==> config.mk <==
export PLATFORM = sky130hd
export DESIGN_NAME = ast_width_narrower
export DESIGN_NICKNAME = d
export VERILOG_FILES = /design/src/rtl/ast_width_narrower_pkg.sv /design/src/rtl/ast_width_narrower.sv
export SDC_FILE = /design/constraint.sdc
export NUM_CORES = 1
export LEC_CHECK = 0
export BUFFER_PORTS_ARGS = -buffer_cell sky130_fd_sc_hd__buf_2
export CAP_MARGIN = 20
export CORE_ASPECT_RATIO = 0.9
export CORE_MARGIN = 3
export CORE_UTILIZATION = 50
export DETAILED_ROUTE_END_ITERATION = 10
export PLACE_DENSITY_LB_ADDON = 0.1
export SLEW_MARGIN = 20
export SYNTH_ARGS = -nofsm -noshare
export SYNTH_HDL_FRONTEND = slang
export SYNTH_SLANG_ARGS = --single-unit
==> constraint.sdc <==
create_clock -name clk_i -period 4.8 [get_ports clk_i]
set_input_delay 0.96 -clock clk_i [delete_from_list [all_inputs] [get_ports clk_i]]
set_output_delay 0.96 -clock clk_i [all_outputs]
set_load 0.01 [all_outputs]
==> src/rtl/ast_width_narrower_pkg.sv <==
// Shared types and parameters for the Avalon-ST width narrower.
// Also holds the word-count helpers used by the datapath.
package usr_types_and_params;

    localparam int DATA_IN_W   = 64;
    localparam int DATA_OUT_W  = 16;
    localparam int CHANNEL_W   = 10;
    localparam int RATIO       = DATA_IN_W / DATA_OUT_W;
    localparam int BI          = DATA_IN_W / 8;
    localparam int BO          = DATA_OUT_W / 8;
    localparam int EMPTY_IN_W  = $clog2(BI);
    localparam int EMPTY_OUT_W = ($clog2(BO) > 1) ? $clog2(BO) : 1;

    typedef enum logic {
        IDLE,
        SEND
    } state_e;

    typedef struct packed {
        logic [DATA_IN_W-1:0]  data;
        logic                  sop;
        logic                  eop;
        logic [EMPTY_IN_W-1:0] empty;
        logic [CHANNEL_W-1:0]  channel;
    } beat_t;

    // Valid bytes of an eop beat; an empty of BI or more would leave
    // nothing, so it is clamped to keep at least one byte.
    function automatic int valid_bytes(input int empty, input int bi);
        int e;
        e = (empty >= bi) ? bi - 1 : empty;
        return bi - e;
    endfunction

    // Narrow words needed to carry one wide beat.
    function automatic int calc_nwords(input bit eop, input int empty,
                                       input int bi, input int bo,
                                       input int ratio);
        if (!eop) return ratio;
        return (valid_bytes(empty, bi) + bo - 1) / bo;
    endfunction

    // Unused bytes in the final narrow word of an eop beat.
    function automatic int calc_empty(input bit eop, input int empty,
                                      input int bi, input int bo,
                                      input int ratio);
        if (!eop) return 0;
        return calc_nwords(eop, empty, bi, bo, ratio) * bo
               - valid_bytes(empty, bi);
    endfunction

endpackage

==> src/rtl/ast_width_narrower.sv <==
// Avalon-ST width narrower: splits each wide beat into narrow words,
// MSB first, keeping sop/eop, channel and byte empty intact.
import usr_types_and_params::*;

module ast_width_narrower #(
    parameter int DATA_IN_W   = usr_types_and_params::DATA_IN_W,
    parameter int DATA_OUT_W  = usr_types_and_params::DATA_OUT_W,
    parameter int CHANNEL_W   = usr_types_and_params::CHANNEL_W,
    parameter int EMPTY_IN_W  = $clog2(DATA_IN_W / 8),
    parameter int EMPTY_OUT_W = ($clog2(DATA_OUT_W / 8) > 1) ?
                                $clog2(DATA_OUT_W / 8) : 1
) (
    input  logic                   clk_i,
    input  logic                   arstn_i,
    input  logic [DATA_IN_W-1:0]   ast_data_i,
    input  logic                   ast_startofpacket_i,
    input  logic                   ast_endofpacket_i,
    input  logic                   ast_valid_i,
    input  logic [EMPTY_IN_W-1:0]  ast_empty_i,
    input  logic [CHANNEL_W-1:0]   ast_channel_i,
    output logic                   ast_ready_o,
    output logic [DATA_OUT_W-1:0]  ast_data_o,
    output logic                   ast_startofpacket_o,
    output logic                   ast_endofpacket_o,
    output logic                   ast_valid_o,
    output logic [EMPTY_OUT_W-1:0] ast_empty_o,
    output logic [CHANNEL_W-1:0]   ast_channel_o,
    input  logic                   ast_ready_i
);

    localparam int RAT  = DATA_IN_W / DATA_OUT_W;
    localparam int BIN  = DATA_IN_W / 8;
    localparam int BOUT = DATA_OUT_W / 8;
    localparam int CW   = $clog2(RAT + 1);

    state_e               state_q, state_d;
    beat_t                beat_q;
    logic [CW-1:0]        idx_q;
    logic [CW-1:0]        nwords_q;
    logic                 last_word;
    logic                 in_xfer;
    logic                 load;
    logic                 adv;
    logic                 send;
    logic [DATA_IN_W-1:0] data_sh;

    assign send      = (state_q == SEND);
    assign last_word = send && (idx_q == nwords_q - CW'(1));
    assign ast_ready_o = (state_q == IDLE) || (last_word && ast_ready_i);
    assign in_xfer   = ast_valid_i && ast_ready_o;

    // Next state plus load/advance strobes for the beat datapath.
    always_comb begin
        state_d = state_q;
        load    = 1'b0;
        adv     = 1'b0;
        unique case (state_q)
            IDLE: begin
                if (in_xfer) begin
                    load    = 1'b1;
                    state_d = SEND;
                end
            end
            SEND: begin
                if (ast_ready_i) begin
                    if (!last_word) begin
                        adv = 1'b1;
                    end else if (in_xfer) begin
                        load = 1'b1;
                    end else begin
                        state_d = IDLE;
                    end
                end
            end
            default: state_d = IDLE;
        endcase
    end

    // FSM state register.
    always_ff @(posedge clk_i or negedge arstn_i) begin
        if (!arstn_i) begin
            state_q <= IDLE;
        end else begin
            state_q <= state_d;
        end
    end

    // Beat capture and word pointer; a reset drops any half-sent beat.
    always_ff @(posedge clk_i or negedge arstn_i) begin
        if (!arstn_i) begin
            beat_q   <= '0;
            idx_q    <= '0;
            nwords_q <= '0;
        end else if (load) begin
            beat_q.data    <= ast_data_i;
            beat_q.sop     <= ast_startofpacket_i;
            beat_q.eop     <= ast_endofpacket_i;
            beat_q.empty   <= ast_empty_i;
            beat_q.channel <= ast_channel_i;
            idx_q          <= '0;
            nwords_q       <= CW'(calc_nwords(ast_endofpacket_i,
                                              int'(ast_empty_i),
                                              BIN, BOUT, RAT));
        end else if (adv) begin
            idx_q <= idx_q + CW'(1);
        end
    end

    // Output word selection; everything is driven from registers.
    always_comb begin
        data_sh             = beat_q.data << (int'(idx_q) * DATA_OUT_W);
        ast_valid_o         = send;
        ast_data_o          = '0;
        ast_channel_o       = '0;
        ast_startofpacket_o = 1'b0;
        ast_endofpacket_o   = 1'b0;
        ast_empty_o         = '0;
        if (send) begin
            ast_data_o          = data_sh[DATA_IN_W-1 -: DATA_OUT_W];
            ast_channel_o       = beat_q.channel;
            ast_startofpacket_o = beat_q.sop && (idx_q == '0);
            ast_endofpacket_o   = beat_q.eop && last_word;
            if (beat_q.eop && last_word) begin
                ast_empty_o = EMPTY_OUT_W'(calc_empty(1'b1,
                                  int'(beat_q.empty), BIN, BOUT, RAT));
            end
        end
    end

endmodule

Word-level counts from Yosys, hierarchy flattened
Index checks and enable logic that the tools add are counted.
- register bits: 84
- input bits: 83
- add/sub/neg operators: 8
- mux-type cells: 22
- reduce and logical (&&, ||, !) cells: 8
- equality and inequality tests: 1
- bitwise logic cells: 2
- shifts and indexed selects: 1
- operator list (kind ; number):
    64-bit by 7-bit << shifter with 64-bit output ; 1
    16-bit 2-to-1 mux ; 1
    1-bit 2-to-1 mux ; 14
    3-bit 2-to-1 mux ; 4
    10-bit 2-to-1 mux ; 1
    6-bit by 2-bit subtractor with 7-bit output (second input constant) ; 1
    5-bit by 3-bit adder with 6-bit output (second input constant) ; 1
    1-bit logical AND ; 5
    4-bit by 3-bit subtractor with 5-bit output (first input constant) ; 1
    1-bit one-hot mux with 2 select lines ; 2
    3-bit by 1-bit adder with 3-bit output ; 1
    3-bit by 1-bit adder with 3-bit output (second input constant) ; 1
    3-bit == test ; 1
    3-bit logical NOT ; 1
    3-bit by 1-bit subtractor with 3-bit output (second input constant) ; 1
    2-bit nonzero test ; 1
    1-bit subtractor (first input constant) ; 2
    1-bit AND ; 1
    1-bit logical OR ; 1
    1-bit inverter ; 1

Depth between registers and ports, before layout
Gate-level depths: netlist of the first run.
- depth after elaboration: 12
- depth in mapped cells: 8

Worst setup path before layout of the first run
Ideal clock, no wire load.
- kind: register to output
- start point: register nwords_q[0]
- end point: output ast_empty_o
- stages on the path, launching flop included: 7
- arrival: 1.875 ns
- data required time: 3.840 ns
- setup slack: 1.965 ns
- cells stage by stage: dfrtp_1 -> inv_1 -> ha_1 -> xor3_2 -> nor3_1 -> and3_1 -> and2_1
- cells in the longest elaborated chain, start to end: 6
- ends and longest elaborated chain (item ; RTL line ; source):
    start, declared ; ast_width_narrower.sv:39 ; logic [CW-1:0] nwords_q;
    start signal, assigned ; ast_width_narrower.sv:101 ; nwords_q <= CW'(calc_nwords(ast_endofpacket_i,
    3-bit by 1-bit subtractor with 3-bit output ; ast_width_narrower.sv:48 ; assign last_word = send && (idx_q == nwords_q - CW'(1));
    3-bit == test ; ast_width_narrower.sv:48 ;
    1-bit logical AND ; ast_width_narrower.sv:48 ;
    1-bit logical AND ; ast_width_narrower.sv:123 ; if (beat_q.eop && last_word) begin
    1-bit 2-to-1 mux ; ast_width_narrower.sv:123 ;
    1-bit 2-to-1 mux ; ast_width_narrower.sv:118 ; if (send) begin
    end, declared ; ast_width_narrower.sv:26 ; output logic [EMPTY_OUT_W-1:0] ast_empty_o,
Every way passes these cells.

Worst setup path in the final report of the first run
Same ends and word-level chain as after synthesis.

==> results of run 1 <==
## power breakdown
part	switching, mW	total [mW]	internal [mW]	leakage [nW]
Sequential	0.206	1.28	1.07	1.01
Combinational	0.744	1.95	1.21	1.38
Clock	0.245	0.552	0.307	0.107
Total	1.19	3.78	2.59	2.50
## cells in the mapped netlist
library cell / count / area, um2
sky130_fd_sc_hd__nor2b_1: 16 / 100
sky130_fd_sc_hd__and2_2: 1 / 7.51
sky130_fd_sc_hd__nor2_1: 1 / 3.75
sky130_fd_sc_hd__and3_1: 1 / 6.26
sky130_fd_sc_hd__xnor2_1: 3 / 26.3
sky130_fd_sc_hd__mux4_2: 16 / 360
sky130_fd_sc_hd__xor2_1: 2 / 17.5
sky130_fd_sc_hd__o41ai_2: 1 / 16.3
sky130_fd_sc_hd__clkbuf_1: 4 / 15.0
sky130_fd_sc_hd__o21ai_1: 1 / 5.00
sky130_fd_sc_hd__dfrtp_1: 84 / 2100
sky130_fd_sc_hd__o31a_1: 1 / 8.76
sky130_fd_sc_hd__nand2b_1: 1 / 6.26
sky130_fd_sc_hd__and2_1: 11 / 68.8
sky130_fd_sc_hd__mux2_4: 76 / 1140
sky130_fd_sc_hd__o21ai_0: 3 / 15.0
sky130_fd_sc_hd__buf_6: 2 / 22.5
sky130_fd_sc_hd__a21o_1: 3 / 22.5
sky130_fd_sc_hd__a221o_2: 1 / 11.3
sky130_fd_sc_hd__buf_12: 8 / 160
sky130_fd_sc_hd__mux2_2: 2 / 22.5
sky130_fd_sc_hd__ha_1: 5 / 62.6
sky130_fd_sc_hd__buf_2: 2 / 10.0
sky130_fd_sc_hd__nor3_1: 2 / 10.0
sky130_fd_sc_hd__inv_1: 7 / 26.3
sky130_fd_sc_hd__o22ai_1: 1 / 6.26
sky130_fd_sc_hd__or2b_1: 1 / 7.51
sky130_fd_sc_hd__buf_1: 1 / 3.75
sky130_fd_sc_hd__nand3_1: 4 / 20.0
sky130_fd_sc_hd__o21ba_2: 1 / 10.0
sky130_fd_sc_hd__nand2_1: 7 / 26.3
sky130_fd_sc_hd__o32ai_1: 1 / 8.76
sky130_fd_sc_hd__xor3_2: 1 / 25.0
## sequential cells by signal, indices dropped and copies added, names as in the netlist
| signal | cells |
|---|---|
| idx_q | 3 |
| beat_q | 77 |
| nwords_q | 3 |
| ast_valid_o | 1 |
## through the flow
step	cell area (um2)	setup WS, ns
final	5120	1.35
after global placement	4900	1.76
after detailed placement	4900	1.69
after floorplan	4360	1.96
after global routing	5120	1.09
after CTS	5120	1.30
## layout make-up
type	instances	area, um2
Tap cell	115	144
Inverter	7	26.3
Clock inverter	4	72.6
Sequential cell	84	2100
Clock buffer	12	145
Fill cell	685	3140
Multi-Input combinational cell	163	2030
Timing Repair Buffer	118	606
## logic make-up after synthesis
kind of cell,after synthesis,synth area share
buf+inv,24,0.0546
flops,84,0.483
xor+xnor,6,0.0158
compound gates,13,0.0238
mux,94,0.350
simple gates,45,0.0589
fa+ha+maj,5,0.0144
## metal layers
layer	up-vias	routed length, um
met4	0	72
li1	1189	-
met1	1240	3690
met3	8	625
met2	74	3890
met5	-	0
## final timing paths
path	from	endpoint	depth (start not counted)
setup / recovery	nwords_q[0]$_DFFE_PN0P_	ast_empty_o	7
hold / removal	beat_q[27]$_DFFE_PN0P_	beat_q[27]$_DFFE_PN0P_	1
setup reg to reg	nwords_q[0]$_DFFE_PN0P_	beat_q[21]$_DFFE_PN0P_	6
hold reg to reg	beat_q[27]$_DFFE_PN0P_	beat_q[27]$_DFFE_PN0P_	1
max in group asynchronous	arstn_i	idx_q[0]$_DFFE_PN0P_	2
min in group asynchronous	arstn_i	beat_q[6]$_DFFE_PN0P_	1
==> results.txt, run 1 <==
- Per-instance average area after synthesis: 16.1 um2
- The number of gates resized after CTS was 0.
- The net count of the finished layout is 471.
- Leaving out fill and tap cells, the most frequent cell in the layout is sky130_fd_sc_hd__buf_2.
- Routed len/inst: 16.5 um
- Total power draw: 3.78 mW
- Timing would allow up to 290 MHz.
- Placeable core region: 8260 um2
- Vias in the first global route: 2764
* RSZ-0062 raised after global routing: no
* DRC violations left: 0
* Sort of element at the start of the critical path: register
- R2r setup slk: 2.22 ns
- The first global-routing pass estimated 13700 um of wire.
- Number of levels in the clock H-tree: 3
* Via Count: 2511
- The critical path contains buffers and inverters numbering 2 combined.
- Die height: 94.5 um
- Buffers inserted to repair hold after CTS numbered 0.
- For this configuration, the core starts out at a cell density of 0.527.
- Count of pins on the block boundary: 114
- Max IR drop VDD: 0.000339 V
- Kind of cell adding the most delay to the critical path: simple AND/OR/NAND/NOR gates
- At the worst endpoint, the arrival time is 2.49 ns.
* DRT antenna net count: 0
- Clock slew at the register clock pins of the worst setup and hold paths: 0.08 ns
- Entering global routing, the biggest net connects 53 pins.
- Fin Setup TNS: 0 ns
- 0 antenna diodes ended up in the layout.
- Cts bufs inserted: 9
* Die area: 9870 um2
- Counting along the longest clock path gives a buffer depth of 2.
- Across the run, the number of max-cap violations was 0.
* Routability congestion estimate: 0.712
- Number of DRC markers in iteration 0: 104
* Power density normalized to cell area: 738 nW/um2
- Once placement completed, the tool counted placed cells totaling 487.
- Syn Nets: 359
* Sequential element share of the synthesized area: 0.483
* Commonest cells after routing, fill and taps aside: sky130_fd_sc_hd__buf_2 (112), sky130_fd_sc_hd__dfrtp_1 (84), sky130_fd_sc_hd__mux2_4 (76)
* FF+latch count, synth: 84
* Final Setup Violations: 0
- GRT Max-Usage Layer: met2
* Nature of the critical path endpoint: output pin
- Headroom to the max-slew limit came out at 0.461.
* Final hold violation count: 0
- Yosys warning total: 0
- CTS tree: done
* Maximum single-stage delay on the critical path: 0.57 ns
* Type of the tightest min-delay check: register to register
- Endpoint required time on the critical path: 3.84 ns
* Post-CTS setup buffers: 0
* Core occupancy in the finished layout: 0.620
* GR Util met2: 0.285
* Worst hold slack: 0.510 ns
- Global routing usage on met1: 0.230
- Final worst path period share: 0.718
- The run finished with clean final reports.
- Clock network latency to the later pin of the worst-skew pair: 0.34 ns
* Highest-delay cell along the critical path: sky130_fd_sc_hd__nor3_1
* Drt via density: 4.99
- The finished layout holds 503 standard cells, fillers aside.
* Gr usage total: 0.177
- Summing every instance area after synthesis gives 4360 um2.
- Grt ovf: 0
- Number of library cell types mapped by synthesis: 33
* Clock root cell: sky130_fd_sc_hd__clkbuf_8
- Count of final max-slew check failures: 0
* Count of buffers inserted at the top-level ports: 113
- For this run, global-route usage on met3 was measured as 0.0622.
* Post-layout minimum cycle time: 3.45 ns
- Count of clock tree sinks: 84
- Once detailed placement completed, the half-perimeter wirelength came to 5830 um.
* Post-synthesis instance total: 271
- List of cells traversed by the critical path: inv_1 -> ha_1 -> xor3_2 -> nor3_1 -> and3_1 -> and2_1 -> buf_2
- Final worst clock skew: 0.0117 ns
- Site row count: 31
- Die span in x: 104 um
- In the final layout, the share of cells above drive strength 1 is 0.595.
- First-pass iteration count of the detailed router: 4
- Leak: 2.50 nW
* Final routed wirelength across all metal layers: 8280 um
* Worst-Margin Slew: 0.808 ns
* Critical-path maximum fanout: 7
* CP Class: register to output pin
* Area delta synth->final: 17.6%
- The initial antenna violation count came to 0.
Note: power is estimated with default switching activity, not from simulation.
==> run 2, diff against run 1 <==
==> constraint.sdc (replaced) <==
create_clock -name clk_i -period 3.5 [get_ports clk_i]
set_input_delay 0.7 -clock clk_i [delete_from_list [all_inputs] [get_ports clk_i]]
set_output_delay 0.7 -clock clk_i [all_outputs]
set_load 0.01 [all_outputs]
==> run 2 against run 1 <==
  * Worst setup slack got worse by 1.0 ns
  * Register-to-register slack got worse by 1.1 ns
  * Combinational power rose by 37%
  * Flip-flop and latch count did not move
  * Global-route usage fell by 0.59 points
  * Critical path type unchanged
==> results.txt, run 2 (same netlist as run 1, synthesis figures left out) <==
- Post-detail-place hpwl: 5400 um (-7.4%)
- The number of buffers added by the clock tree synthesis step is 9 (unchanged).
* Run status: completed
- List of cells traversed by the critical path: inv_1 -> ha_1 -> xor3_2 -> nor3_1 -> and3_1 -> and2_1 -> buf_2
- Layout fillers: 662 (-3.4%)
* Endpoint required time on the critical path: 2.80 ns (-1.04 ns)
- The count of vias placed by the detailed router came to 2528 (+0.68%).
- STA classifies the critical path endpoint as an output pin.
- The library cell used most frequently in the layout, excluding fill and tap cells, is sky130_fd_sc_hd__buf_2.
* Sequential cell area: 2100 um2 (unchanged)
* Switching share of total power: 0.318 (+0.00221)
* DRT antenna net count: 0 (unchanged)
* R2r setup slk: 1.08 ns (-1.14 ns)
- Placement Cell Area: 4910 um2 (+0.10%)
* Final Setup Violations: 0 (unchanged)
- The max-cap check violation count is 0 (unchanged).
- Site row count: 31 (unchanged)
* Max Buffers Root-to-Sink: 2 (unchanged)
- Number of antenna violations at the first check in global routing: 0 (unchanged)
- The final total negative setup slack came to 0 ns (unchanged).
- The worst register-to-register path ends at beat_q[21]$_DFFE_PN0P_.
- Worst-Margin Slew: 0.845 ns (+0.0368 ns)
* Commonest cells after routing, fill and taps aside: sky130_fd_sc_hd__buf_2 (112), sky130_fd_sc_hd__dfrtp_1 (84), sky130_fd_sc_hd__mux2_4 (76)
- Number of levels in the clock H-tree: 3 (unchanged)
* Count of buffers inserted at the top-level ports: 113 (unchanged)
* Die span in x: 104 um (unchanged)
- The root buffer cell chosen for the clock tree is sky130_fd_sc_hd__clkbuf_8.
- Count of clock tree sinks: 84 (unchanged)
- In this run the critical register-to-register path is launched from nwords_q[0]$_DFFE_PN0P_.
- The number of pins with negative max-slew slack in the final report came to 0 (unchanged).
- The wire length per cell after detailed routing is 16.1 um (-2.4%).
* Gr usage total: 0.171 (-0.00590)
- In the final layout, the registers with the most flip-flops are beat_q: 77 flops, idx_q: 3 flops, nwords_q: 3 flops.
- The worst setup path is launched from a register.
* Number of cell instances on the worst register-to-register path: 6 (unchanged)
* Summed area of non-filler cells in the final layout: 5120 um2 (about the same)
* Max IR drop VDD: 0.000498 V (+47%)
- Maximum single-stage delay on the critical path: 0.54 ns (-0.03 ns)
- Number of DRC markers in iteration 0: 102 (-1.9%)
- The number of setup buffers added after CTS came to 0 (unchanged).
* Switch Pwr: 1.63 mW (+37%)
- The register with the most flip-flops in the final layout is beat_q.
* Leak: 2.49 nW (-0.46%)
- The area of the die was 9870 um2 (unchanged).
- Max reg flops: 77 (unchanged)
- Sequential share of power: 0.341 (+0.003)
- Combinational Power Share: 0.521 (+0.005)
- The relative slew slack is 0.437 (-0.0245).
* First-pass iteration count of the detailed router: 4 (unchanged)
- Placeable core region: 8260 um2 (unchanged)
- Clock slew at the register clock pins of the worst setup and hold paths: 0.09 ns (about the same)
- Type of the tightest min-delay check: primary input to asynchronous set/reset pin
* Grt ovf: 0 (unchanged)
* Maximum number of pins on one net before global-route repair: 85 (+60%)
* Area delta synth->final: 17.5% (about the same)
* Multi-input logic area: 2030 um2 (unchanged)
- The final worst clock skew is 0.00706 ns (-0.00462 ns).
* Number of gates given a new drive strength after cts: 0 (unchanged)
- Final worst path period share: 0.902
* Worst path buffer plus inverter count: 2 (unchanged)
- Final layout net count: 470 (-0.21%)
- The vertical die dimension was 94.5 um (unchanged).
- Global-route wire length before repair: 13100 um (-4.7%)
- Starting density of the core: 0.527 (unchanged)
- The number of top-level pins came to 114 (unchanged).
- Vias in the first global route: 2585 (-6.5%)
* Count of antenna diodes in the layout: 0 (unchanged)
- The mean number of vias per cell came to 5.04 (+0.88%).
* Internal power summed over all cells: 3.50 mW (+35%)
* Critical-path maximum fanout: 7 (unchanged)
- The critical path in this run is classified as register to output pin.
- The power share of the clock group is 0.138 (-0.008).
- CTS Hold Bufs: 0 (unchanged)
- CTS tree: done
* Highest-delay cell along the critical path: sky130_fd_sc_hd__nor3_1
- Final routed wirelength across all metal layers: 8070 um (-2.6%)
- Post-layout minimum cycle time: 3.16 ns
- Fraction of final layout cells sized beyond drive strength 1: 0.594 (-0.00105)
- The critical path arrival came to 2.46 ns (-0.03 ns).
- The total stage count of the critical path was 7 (unchanged).
* Max Clk Rate: 317 MHz
* Kind of cell adding the most delay to the critical path: simple AND/OR/NAND/NOR gates
- Final hold violation count: 0 (unchanged)
* DRC violations left: 0 (unchanged)
- The routability congestion estimate from global placement is 0.734 (+3.2%).
* Power density normalized to cell area: 1000 nW/um2 (+36%)
* Clock network latency to the later pin of the worst-skew pair: 0.35 ns (about the same)
- RSZ-0062 raised after global routing: no
run 2: changes by cell type in the layout (fill, tap and decap cells not counted), sizes merged:
| cell | previous run | this run |
|---|---|---|
| clkinv | 1 | 0 |
| buf | 118 | 117 |
| bufinv | 2 | 1 |
| clkbuf | 12 | 13 |
| clkinvlp | 1 | 2 |
run 2: how the worst max path moves through the flow:
stage                                  startpoint          end  slack (ns)
final                     nwords_q[0]$_DFFE_PN0P_  ast_empty_o        0.34
after global routing      nwords_q[0]$_DFFE_PN0P_  ast_empty_o        0.17
after CTS                 nwords_q[0]$_DFFE_PN0P_  ast_empty_o        0.31
after detailed placement  nwords_q[0]$_DFFE_PN0P_  ast_empty_o        0.69
after global placement    nwords_q[0]$_DFFE_PN0P_  ast_empty_o        0.76
after floorplan           nwords_q[0]$_DFFE_PN0P_  ast_empty_o        0.92
run 2: routing by layer:
layer,up-vias,GRT usage,share of wire
met3,9,0.0663,0.080
met2,83,0.250,0.44
met5,-,0,0
met4,0,0.0498,0.012
met1,1257,0.239,0.47
li1,1179,-,-
run 2: final cells by class:
type	count	area share
Tap cell	115	0.0281
Timing Repair Buffer	117	0.120
Multi-Input combinational cell	163	0.396
Clock inverter	3	0.00880
Clock buffer	13	0.0311
Inverter	7	0.00513
Sequential cell	84	0.411
run 2: power by group through the flow:
stage	Combinational [mW]	Clock, mW	Sequential, mW
after detailed placement	2.71	0	1.76
after global placement	2.66	0	1.75
after floorplan	2.29	0	1.66
after global routing	2.89	0.776	1.82
after CTS	2.72	0.738	1.75
final	2.68	0.709	1.75
run 2: stage by stage:
| step | power [mW] | worst slack, ns | hold slack [ns] | cells | util |
|---|---|---|---|---|---|
| 3_3_place_gp | 4.42 | 0.755 | 0.487 | 486 | 0.594 |
| 3_5_place_dp | 4.47 | 0.692 | 0.489 | 486 | 0.594 |
| 5_1_grt | 5.49 | 0.172 | 0.425 | 502 | 0.619 |
| 4_1_cts | 5.21 | 0.307 | 0.510 | 502 | 0.619 |
| 2_1_floorplan | 3.95 | 0.925 | 0.404 | 271 | - |
| 6_report | 5.14 | 0.344 | 0.373 | 502 | 0.619 |
run 2: worst reg2reg max path: stages (launching register included):
cell,delay [ns]
sky130_fd_sc_hd__dfrtp_1,0.39
sky130_fd_sc_hd__inv_1,0.08
sky130_fd_sc_hd__ha_1,0.15
sky130_fd_sc_hd__xor3_2,0.46
sky130_fd_sc_hd__o41ai_4,0.39
sky130_fd_sc_hd__buf_12,0.42
sky130_fd_sc_hd__mux2_2,0.43
==> run 3, diff against run 2 <==
--- a/config.mk
+++ b/config.mk
@@ -5,6 +5,7 @@
 export SDC_FILE = /design/constraint.sdc
 export NUM_CORES = 1
 export LEC_CHECK = 0
+export ABC_AREA = 1
 export BUFFER_PORTS_ARGS = -buffer_cell sky130_fd_sc_hd__buf_2
 export CAP_MARGIN = 20
 export CORE_ASPECT_RATIO = 0.9
==> run 3 against run 2 <==
  * Sequential share of layout area is 2.7 points higher
  * Count of clock-buffer cells in the layout stayed put
  * Non-clock buffer count is 1 higher
  * Clock skew is 0.0039 ns lower
  * Core utilization is 0.45 points higher
  * Highest routed layer unchanged
  * Critical endpoint is now ast_data_o[11]
  * Flip-flop and latch count stayed put
  * Critical path type unchanged
  * Largest power group unchanged
  * Register-to-register slack hardly changed
  * Wire length is 21% higher
==> results.txt, run 3 <==
- The run finished with clean final reports.
- Number of antenna violations at the first check in global routing: 0 (unchanged)
- Nature of the critical path endpoint: output pin
* Commonest cells after routing, fill and taps aside: sky130_fd_sc_hd__nand2_1 (259), sky130_fd_sc_hd__buf_2 (112), sky130_fd_sc_hd__dfrtp_1 (84)
- Leading post-synthesis cells by cell area: sky130_fd_sc_hd__dfrtp_1 (52%), sky130_fd_sc_hd__nand2_1 (24%), sky130_fd_sc_hd__nor2_1 (6.4%)
- After synthesis, the largest family of logic cells by area is simple AND/OR/NAND/NOR gates.
- Final hold violation count: 0 (unchanged)
- The achievable clock frequency came to 340 MHz (+7.2%).
- The net switching power of the design came to 1.80 mW (+10%).
* Final layout net count: 731 (+56%)
* Origin of the critical flop-to-flop path: idx_q[1]$_DFFE_PN0P_
- Primary FF master, synth: sky130_fd_sc_hd__dfrtp_1
- Cell with the most instances after synthesis: sky130_fd_sc_hd__nand2_1
* Count of clock tree sinks: 84 (unchanged)
- The path class of the tightest hold or removal check is primary input to asynchronous set/reset pin.
- Area delta synth->final: 18.4%
- Post-CTS setup buffers: 0 (unchanged)
- CTS Hold Bufs: 0 (unchanged)
* Commonest cells in the synthesized netlist: sky130_fd_sc_hd__nand2_1 (259), sky130_fd_sc_hd__dfrtp_1 (84), sky130_fd_sc_hd__nor2_1 (69)
* Power density normalized to cell area: 905 nW/um2 (-9.8%)
- Number of library cell types mapped by synthesis: 21 (-36%)
- Sequential element share of the synthesized area: 0.519 (+0.0359)
- The share of final-layout standard cells stronger than drive strength 1 came to 0.209 (-0.386).
- The worst setup slack before clock tree synthesis was 0.961 ns (+0.269 ns).
- The setup slack of the most critical reg-to-reg path was 1.08 ns (about the same).
* Final Setup Violations: 0 (unchanged)
- The sequential fraction of design power came to 0.403 (+0.062).
* Register bank with the most flops: beat_q
* Switching share of total power: 0.415 (+0.0969)
* Total standard cell area after synthesis: 4050 um2 (-6.9%)
- STA classifies the critical path startpoint as a register.
- Clock slew at the register clock pins of the worst setup and hold paths: 0.08 ns (about the same)
* Top cell type by total area after synthesis: sky130_fd_sc_hd__dfrtp_1
- The post-synthesis xor/xnor area fraction came to 0.00864 (-0.00716).
* Count of buffers inserted at the top-level ports: 113 (unchanged)
* Placed Instances: 728 (+50%)
- The worst setup slack after layout came to 0.557 ns (+0.213 ns).
- The remaining global-route overflow came to 0 (unchanged).
* Routed len/inst: 13.1 um (-18%)
- Registers with the most flip-flops: beat_q: 77 flops, idx_q: 3 flops, nwords_q: 3 flops
- Area fraction in and, or, nand and nor cells after synthesis: 0.325 (+0.266)
* DRT antenna net count: 0 (unchanged)
- The number of cells produced by synthesis came to 544 (+100%).
- Fraction of synthesis flops using an asynchronous set or reset pin: 1.00 (unchanged)
- RSZ-0062 raised after global routing: no
- Clk pwr share: 0.154 (+0.016)
- Post-layout minimum cycle time: 2.94 ns (-0.213 ns)
- The proportion of synthesized area in mux cells came to 0 (-0.350).
- Post-Synth Adder-Cell Area: 0.0154 (+0.00107)
- Number of flops mapped to enable cells by yosys: 0 (unchanged)
* Cts bufs inserted: 9 (unchanged)
- The area of the die was 9230 um2 (-6.5%).
* Count of placed standard cells in the final layout, fillers left out: 743 (+48%)
- The worst IR drop on VDD is 0.000439 V (-12%).
- The number of register bits inferred by synthesis is 84 (unchanged).
- The number of top-level pins is 114 (unchanged).
* Critical-path maximum fanout: 34 (+27)
* Final worst clock skew: 0.00321 ns (-0.00385 ns)
* Max Buffers Root-to-Sink: 2 (unchanged)
- The pin count of the biggest net entering global routing came to 91 (+7.1%).
* Worst setup path startpoint: idx_q[0]$_DFFE_PN0P_
* Clock root cell: sky130_fd_sc_hd__clkbuf_8
* DRC violations left: 0 (unchanged)
* Die span in x: 101 um (-3.3%)
- The flip-flop count of the largest register after layout was 77 (unchanged).
- Relative slew slack: 0.414 (-0.0230)
* Summed area of non-filler cells in the final layout: 4800 um2 (-6.2%)
- Endpoint required time on the critical path: 2.80 ns (about the same)
* Count of antenna diodes in the layout: 0 (unchanged)
- Syn Nets: 632 (+76%)
* Global-route wire length before repair: 16000 um (+22%)
* Number of gates given a new drive strength after cts: 0 (unchanged)
* Final routed wirelength across all metal layers: 9740 um (+21%)
- Worst hold slack: 0.392 ns (+0.0189 ns)
- Vias in the first global route: 3464 (+34%)
- TritonCTS built the clock tree.
- Count of final max-slew check failures: 0 (unchanged)
- Post-synthesis compound-gate area fraction: 0.0676 (+0.0437)
* Yosys warning total: 0 (unchanged)
* Per-instance average area after synthesis: 7.45 um2 (-54%)
* Synth top area share: 0.519 (+0.0359)
* Die height: 91.4 um (-3.3%)
* Number of levels in the clock H-tree: 3 (unchanged)
- Leak: 2.80 nW (+13%)
- Gr usage total: 0.216 (+0.0447)
- The area of the core was 7690 um2 (-6.9%).
* Total power draw: 4.35 mW (-15%)
- Number of DRC markers in iteration 0: 182 (+78%)
- The number of core rows came to 30 (-3.2%).
- The mean number of vias per cell is 4.89 (-2.9%).
- Final worst path period share: 0.841 (-0.0608)
- The share of the core filled with cells in the final layout came to 0.624 (+0.00449).
* Most common cell after layout, fill and taps aside: sky130_fd_sc_hd__nand2_1
- Number of max-cap violations: 0 (unchanged)
- Routability congestion estimate: 0.861 (+17%)
* Worst-Margin Slew: 0.878 ns (+0.0335 ns)
* Via Count: 3635 (+44%)
- The filler cell count in the final layout is 742 (+12%).
* Fin Setup TNS: 0 ns (unchanged)
- Worst path arrival time: 2.24 ns (-0.22 ns)
- The first-pass detailed-route iteration total is 4 (unchanged).
- The internal power component is 2.54 mW (-27%).
- Combinational Power Share: 0.443 (-0.078)
- Clock network latency to the later pin of the worst-skew pair: 0.34 ns (about the same)
- Starting density of the core: 0.527 (about the same)
* CP Class: register to output pin
* Placement Cell Area: 4610 um2 (-6.0%)
- The final HPWL from detailed placement is 6670 um (+24%).
==> run 3: cell count changes after synthesis, moves of 17 or more <==
cell                      change
sky130_fd_sc_hd__nor2_1      +68
sky130_fd_sc_hd__inv_1       +17
sky130_fd_sc_hd__o21ai_0     +34
sky130_fd_sc_hd__mux2_4      -76
sky130_fd_sc_hd__nand2_1    +252
==> run 3: critical path, cell delays in order (launching register included) <==
cell                      delay (ns)
sky130_fd_sc_hd__dfrtp_1        0.47
sky130_fd_sc_hd__inv_1          0.68
sky130_fd_sc_hd__o21ai_0        0.28
sky130_fd_sc_hd__a21oi_1        0.28
sky130_fd_sc_hd__buf_2          0.19
==> run 3: power groups by stage <==
stage	clock network (mW)	logic (mW)	registers [mW]
after floorplan	0	1.42	1.65
after global placement	0	1.89	1.76
after detailed placement	0	1.94	1.77
after CTS	0.683	1.95	1.75
after global routing	0.725	2.24	1.81
final	0.668	1.93	1.75
==> run 3: final timing paths <==
kind / end / cells after the start
worst min-delay path: beat_q[10]$_DFFE_PN0P_ / 1
worst max register to register: beat_q[61]$_DFFE_PN0P_ / 11
worst max-delay path: ast_data_o[11] / 4
min in group clk_i: beat_q[28]$_DFFE_PN0P_ / 2
worst min register to register: beat_q[28]$_DFFE_PN0P_ / 2
max in group asynchronous: beat_q[65]$_DFFE_PN0P_ / 1
==> run 3: area by class of cell <==
| class | instances | area, um2 | share of cell area |
|---|---|---|---|
| clock buffer | 13 | 149 | 0.0310 |
| clock inverter | 2 | 35.0 | 0.00730 |
| inverter | 26 | 97.6 | 0.0203 |
| multi-input combinational | 404 | 1690 | 0.352 |
| sequential | 84 | 2100 | 0.438 |
| tap | 96 | 120 | 0.0250 |
| timing repair buffer | 118 | 609 | 0.127 |
==> run 3: kinds of logic after synthesis <==
logic type,Yosys count
fa+ha+maj,5
simple gates,341
flops,84
compound gates,54
buf+inv,56
xor+xnor,4
==> run 3: metal layers <==
layer | wire length, um | track usage | share of wire
met1 | 4470 | 0.304 | 0.46
met2 | 4620 | 0.343 | 0.47
met3 | 567 | 0.0522 | 0.058
met4 | 83 | 0.0399 | 0.0085
met5 | 0 | 0 | 0
